File: config.mk
export PLATFORM = sky130hd
export DESIGN_NAME = program_loader
export DESIGN_NICKNAME = d
export VERILOG_FILES = /design/src/rtl/program_loader.sv
export SDC_FILE = /design/constraint.sdc
export NUM_CORES = 1
export LEC_CHECK = 0
export ABC_AREA = 1
export CORE_MARGIN = 5
export CORE_UTILIZATION = 56
export CTS_CLUSTER_DIAMETER = 120
export DETAILED_ROUTE_END_ITERATION = 7
export GPL_TIMING_DRIVEN = 1
export HOLD_SLACK_MARGIN = 0.03
export PLACE_DENSITY = 0.83
export SLEW_MARGIN = 20
export SYNTH_ARGS = -nofsm -noshare
export SYNTH_HDL_FRONTEND = slang
export SYNTH_SLANG_ARGS = --single-unit
File: constraint.sdc
create_clock -name Clock -period 2.15 [get_ports Clock]
set_input_delay 0.43 -clock Clock [delete_from_list [all_inputs] [get_ports Clock]]
set_output_delay 0.43 -clock Clock [all_outputs]
set_load 0.1 [all_outputs]
File: src/rtl/program_loader.sv
// Framed byte-stream loader for the instruction RAM: sync, 16-bit word count, 4-byte words,
// payload checksum. The CPU is held in reset until a frame completes with a good checksum.
module program_loader #(
  parameter logic [15:0] BASE_ADDR = 16'd0,
  parameter logic [15:0] MAX_WORDS = 16'd256
) (
  input  logic        Clock,
  input  logic        Reset,
  input  logic [7:0]  iData,
  input  logic        iValid,
  output logic        oReady,
  input  logic        iAck,
  output logic        oWriteEnable,
  output logic [15:0] oWriteAddress,
  output logic [27:0] oWriteData,
  output logic        oCpuHold,
  output logic        oDone,
  output logic        oError
);

  typedef enum logic [2:0] {
    StIdle,
    StCntHi,
    StCntLo,
    StData,
    StCheck,
    StDone,
    StError
  } state_e;

  state_e      state_q;
  logic [15:0] count_q;
  logic [15:0] word_cnt_q;
  logic [1:0]  idx_q;
  logic [7:0]  csum_q;
  logic [23:0] asm_q;

  logic        accept;
  logic [15:0] count_full;
  logic [15:0] word_cnt_inc;

  assign accept       = iValid && oReady;
  assign count_full   = {count_q[15:8], iData};
  assign word_cnt_inc = word_cnt_q + 16'd1;

  always_ff @(posedge Clock or negedge Reset) begin
    if (!Reset) begin
      state_q       <= StIdle;
      count_q       <= '0;
      word_cnt_q    <= '0;
      idx_q         <= '0;
      csum_q        <= '0;
      asm_q         <= '0;
      oReady        <= 1'b0;
      oWriteEnable  <= 1'b0;
      oWriteAddress <= BASE_ADDR;
      oWriteData    <= '0;
      oCpuHold      <= 1'b1;
      oDone         <= 1'b0;
      oError        <= 1'b0;
    end else begin
      oWriteEnable <= 1'b0;
      // Ready everywhere except ERROR; the branches entering ERROR override this.
      oReady       <= 1'b1;
      case (state_q)
        StIdle: begin
          if (accept && iData == 8'hA5) begin
            state_q    <= StCntHi;
            csum_q     <= '0;
            word_cnt_q <= '0;
            idx_q      <= '0;
          end
        end
        StCntHi: begin
          if (accept) begin
            count_q[15:8] <= iData;
            state_q       <= StCntLo;
          end
        end
        StCntLo: begin
          if (accept) begin
            count_q[7:0] <= iData;
            word_cnt_q   <= '0;
            idx_q        <= '0;
            if (count_full > MAX_WORDS) begin
              state_q <= StError;
              oError  <= 1'b1;
              oReady  <= 1'b0;
            end else if (count_full == 16'd0) begin
              state_q <= StCheck;
            end else begin
              state_q <= StData;
            end
          end
        end
        StData: begin
          if (accept) begin
            csum_q <= csum_q + iData;
            asm_q  <= {asm_q[15:0], iData};
            idx_q  <= idx_q + 2'd1;
            if (idx_q == 2'd3) begin
              // asm_q holds B0..B2; only the low nibble of B0 reaches the word.
              oWriteEnable  <= 1'b1;
              oWriteAddress <= BASE_ADDR + word_cnt_q;
              oWriteData    <= {asm_q[19:0], iData};
              word_cnt_q    <= word_cnt_inc;
              if (word_cnt_inc == count_q) begin
                state_q <= StCheck;
              end
            end
          end
        end
        StCheck: begin
          if (accept) begin
            if (iData == csum_q) begin
              state_q  <= StDone;
              oDone    <= 1'b1;
              oCpuHold <= 1'b0;
            end else begin
              state_q <= StError;
              oError  <= 1'b1;
              oReady  <= 1'b0;
            end
          end
        end
        StDone: begin
          if (accept && iData == 8'hA5) begin
            state_q    <= StCntHi;
            oCpuHold   <= 1'b1;
            oDone      <= 1'b0;
            csum_q     <= '0;
            word_cnt_q <= '0;
            idx_q      <= '0;
          end
        end
        StError: begin
          oReady <= iAck;
          if (iAck) begin
            state_q <= StIdle;
            oError  <= 1'b0;
          end
        end
        default: begin
          state_q <= StIdle;
        end
      endcase
    end
  end

endmodule

==> results.sh <==
export IMPL_outcome="completed"
export IMPL_placed_cells=888
export IMPL_routed_via_density=5.36
export IMPL_antenna_found_initial=0
export IMPL_grt_util_met3=0.0525
export IMPL_dieWidth_um=109
export IMPL_routedWlPerCell_um=15.1
export IMPL_gp_congestion=0.952
export IMPL_cp_required_ns=2.56
export IMPL_ys_warn_count=0
export IMPL_post_route_drc_count=0
export IMPL_cp_end_kind="register"
export IMPL_path_clk_slew_ns=0.06
export IMPL_finalCritPeriodShare=0.982
export IMPL_clock_fmax_ghz=0.474
export IMPL_drt_iter0_drc=354
export IMPL_cp_data_arrival_time_ns=2.52
export IMPL_layout_nets=801
export IMPL_start_util=0.564
export IMPL_num_fill_cells=735
export IMPL_ys_types=40
export IMPL_via_count=4950
export IMPL_antennaDiodeCount=0
export IMPL_drive_gt1_frac=0.217
export IMPL_cts_sinks=114
export IMPL_die_area_mm2=0.0118
export IMPL_synth_area_per_cell_um2=8.22
export IMPL_top_usage_layer="met2"
export IMPL_whs_ns=0.444
export IMPL_slew_headroom=0.628
export IMPL_grt_max_degree=42
export IMPL_syn_inst=662
export IMPL_overflow=0
export IMPL_worst_pin_slew_ns=0.558
export IMPL_async_flop_share=1.00
export IMPL_root_buffer="clkbuf_8"
export IMPL_cts_tree="built"
export IMPL_areaGrowthSynthToFinish_pct=30.3
export IMPL_cts_made_buffers=17
export IMPL_syn_num_nets=684
export IMPL_r2r_start="word_cnt_q[0]"
export IMPL_synth_edf_count=0
export IMPL_maxCapViolCount=0
export IMPL_hold_class="in -> async"
export IMPL_htree_num_levels=4
export IMPL_dp_hpwl_um=9490
export IMPL_fp_coreArea_mm2=0.00964
export IMPL_cts_buffer_depth=2
export IMPL_ys_seq_area_frac=0.525
export IMPL_vdd_drop_max_uv=1040
export IMPL_dpl_worst_slack_ns=-0.413
export IMPL_clock_latency_ns=0.53
export IMPL_period_needed_ns=2.11
export IMPL_critPathMaxFanout=4
export IMPL_synth_area_mm2=0.00544
export IMPL_slew_violations=0
export IMPL_dr_pass1_iters=5
export IMPL_setup_viol=0
export IMPL_chipHeight_um=109
export IMPL_finClkSkew_ns=0.00704
export IMPL_rows=36
export IMPL_finalWorstSetupSlack_ns=0.0386
export IMPL_endpoint="state_q[2]"
export IMPL_wl_um=14000
export IMPL_rr_endpoint="state_q[2]"
export IMPL_rrSetupSlack_ns=0.04
export IMPL_synthFlopType="dfrtp_1"
export IMPL_ys_ff_latch=114
export IMPL_io_pins=61
export IMPL_grt_pass1_wl_um=23200
export IMPL_p_per_area_mw_per_mm2=1140
export IMPL_finalHoldViolCount=0
export IMPL_start_kind="register"
export IMPL_ff2ff_path_depth=16
export IMPL_numPortBuffers=60
export IMPL_cp_startpoint="word_cnt_q[0]"
export IMPL_grt_met1_usage=0.326
export IMPL_antenna_left=0
export IMPL_met2_usage=0.428
export IMPL_critPathKind="reg -> reg"
export IMPL_p_leak_nw=3.51
export IMPL_grt_pass1_vias=4911
export IMPL_grtUsageTotal=0.255
export IMPL_stdcell_count=924
[kinds of logic (layout without fill, tap and decap cells)]
logic type      Yosys count  after routing  synth area share
simple gates            318            318             0.248
compound gates          117            117             0.120
flops                   114            114             0.525
buf+inv                  93            222            0.0676
fa+ha+maj                10             10            0.0244
xor+xnor                 10             10            0.0161
[power breakdown]
| group | leakage, nW | switching [mW] | internal [mW] |
|---|---|---|---|
| Clock | 0.256 | 1.00 | 1.51 |
| Sequential | 1.51 | 0.340 | 2.60 |
| Combinational | 1.74 | 1.59 | 1.03 |
[cell usage after synthesis (4+ instances only)]
master | count | share of area
inv_1 | 72 | 0.050
nand4_1 | 8 | 0.0092
nand2_1 | 211 | 0.15
nor4_1 | 4 | 0.0046
nand3_1 | 31 | 0.029
o21ai_1 | 9 | 0.0083
nand3b_1 | 6 | 0.0083
nor2_1 | 41 | 0.028
o22ai_1 | 11 | 0.013
xor2_1 | 6 | 0.0097
buf_2 | 9 | 0.0083
xnor2_1 | 4 | 0.0064
nand2_2 | 4 | 0.0046
a21oi_1 | 4 | 0.0037
o21ai_0 | 78 | 0.072
dfrtp_1 | 113 | 0.52
nor2_2 | 6 | 0.0069
clkbuf_1 | 10 | 0.0069
ha_1 | 9 | 0.021
[metal layers]
layer / wire length [µm] / part of all wire
met1: 5840 / 0.42
met2: 6930 / 0.49
met4: 416 / 0.030
met5: 0 / 0
met3: 815 / 0.058
[flip-flops by register name (all words and copies together), names as in the netlist]
name / cells
oWriteEnable: 1
oDone: 1
oCpuHold: 1
oError: 1
count_q: 16
asm_q: 20
oWriteData: 28
idx_q: 2
word_cnt_q: 16
oReady: 1
csum_q: 8
oWriteAddress: 16
state_q: 3
[metrics by stage]
step | utilization | power (mW) | setup TNS (ns) | area, µm²
after floorplan | - | 4.54 | 0 | 5440
after global placement | 0.668 | 5.39 | -5.14 | 6440
after detailed placement | 0.668 | 5.48 | -5.30 | 6440
after CTS | 0.725 | 8.06 | 0 | 6990
after global routing | 0.736 | 8.57 | -0.191 | 7090
final | 0.736 | 8.08 | 0 | 7090
[layout by cell type, fill, tap and decap left out, drive strengths merged]
cell | netlist | routed
a211oi | 1 | 1
a21oi | 6 | 6
a22o | 1 | 1
a22oi | 1 | 1
and3 | 1 | 1
buf | 10 | 107
bufinv | 0 | 1
clkbuf | 10 | 17
clkdlybuf4s50 | 0 | 10
clkinv | 1 | 8
clkinvlp | 0 | 4
dfrtp | 113 | 113
dfstp | 1 | 1
dlygate4sd3 | 0 | 1
fa | 1 | 1
ha | 9 | 9
inv | 72 | 74
nand2 | 215 | 215
nand3 | 32 | 32
nand3b | 6 | 6
nand4 | 8 | 8
nor2 | 48 | 48
nor3 | 4 | 4
nor4 | 4 | 4
o211ai | 1 | 1
o21a | 1 | 1
o21ai | 88 | 88
o21bai | 2 | 2
o22ai | 11 | 11
o31a | 1 | 1
o31ai | 2 | 2
o41ai | 2 | 2
xnor2 | 4 | 4
xor2 | 6 | 6
[timing repair]
action                                  4_1_cts  5_1_grt
pin swaps                                     0        7
hold buffers                                  1        0
endpoints found under the hold margin        37        0
gates resized for setup                       1       22
endpoints found under the setup margin        1        4
buffers inserted                              0        4
[worst min-delay path by stage]
| stage | end | slack, ns | cells after the start |
|---|---|---|---|
| floorplan | asm_q[0] | 0.13 | 0 |
| global placement | oWriteEnable | 0.45 | 1 |
| detailed placement | oWriteEnable | 0.46 | 1 |
| CTS | oWriteData[14] | 0.45 | 2 |
| global route | oWriteEnable | 0.50 | 2 |
| finish | oWriteData[17] | 0.44 | 2 |
[worst max-delay path, stage by stage, from the launching register on]
cell and delay [ns]:
dfrtp_1 0.43, buf_6 0.15, inv_1 0.08, nor2_4 0.15, nand2_2 0.10, nand2_1 0.10, nand2_1 0.07, nand2_1 0.07
nand2_1 0.08, nor2_1 0.10, nand2_1 0.06, nor2_1 0.19, nand3_2 0.12, nand2_2 0.12, nand2_2 0.07, nand2_1 0.06
nand2_1 0.05
[cell type report]
type,instances,area [µm²],area share
clock inverter,14,116,0.0164
multi-input combinational,455,2290,0.324
tap,133,166,0.0235
inverter,73,274,0.0386
sequential,114,2860,0.403
timing repair buffer,118,967,0.136
clock buffer,17,414,0.0584
No activity file was read; power rests on OpenSTA's default activity.
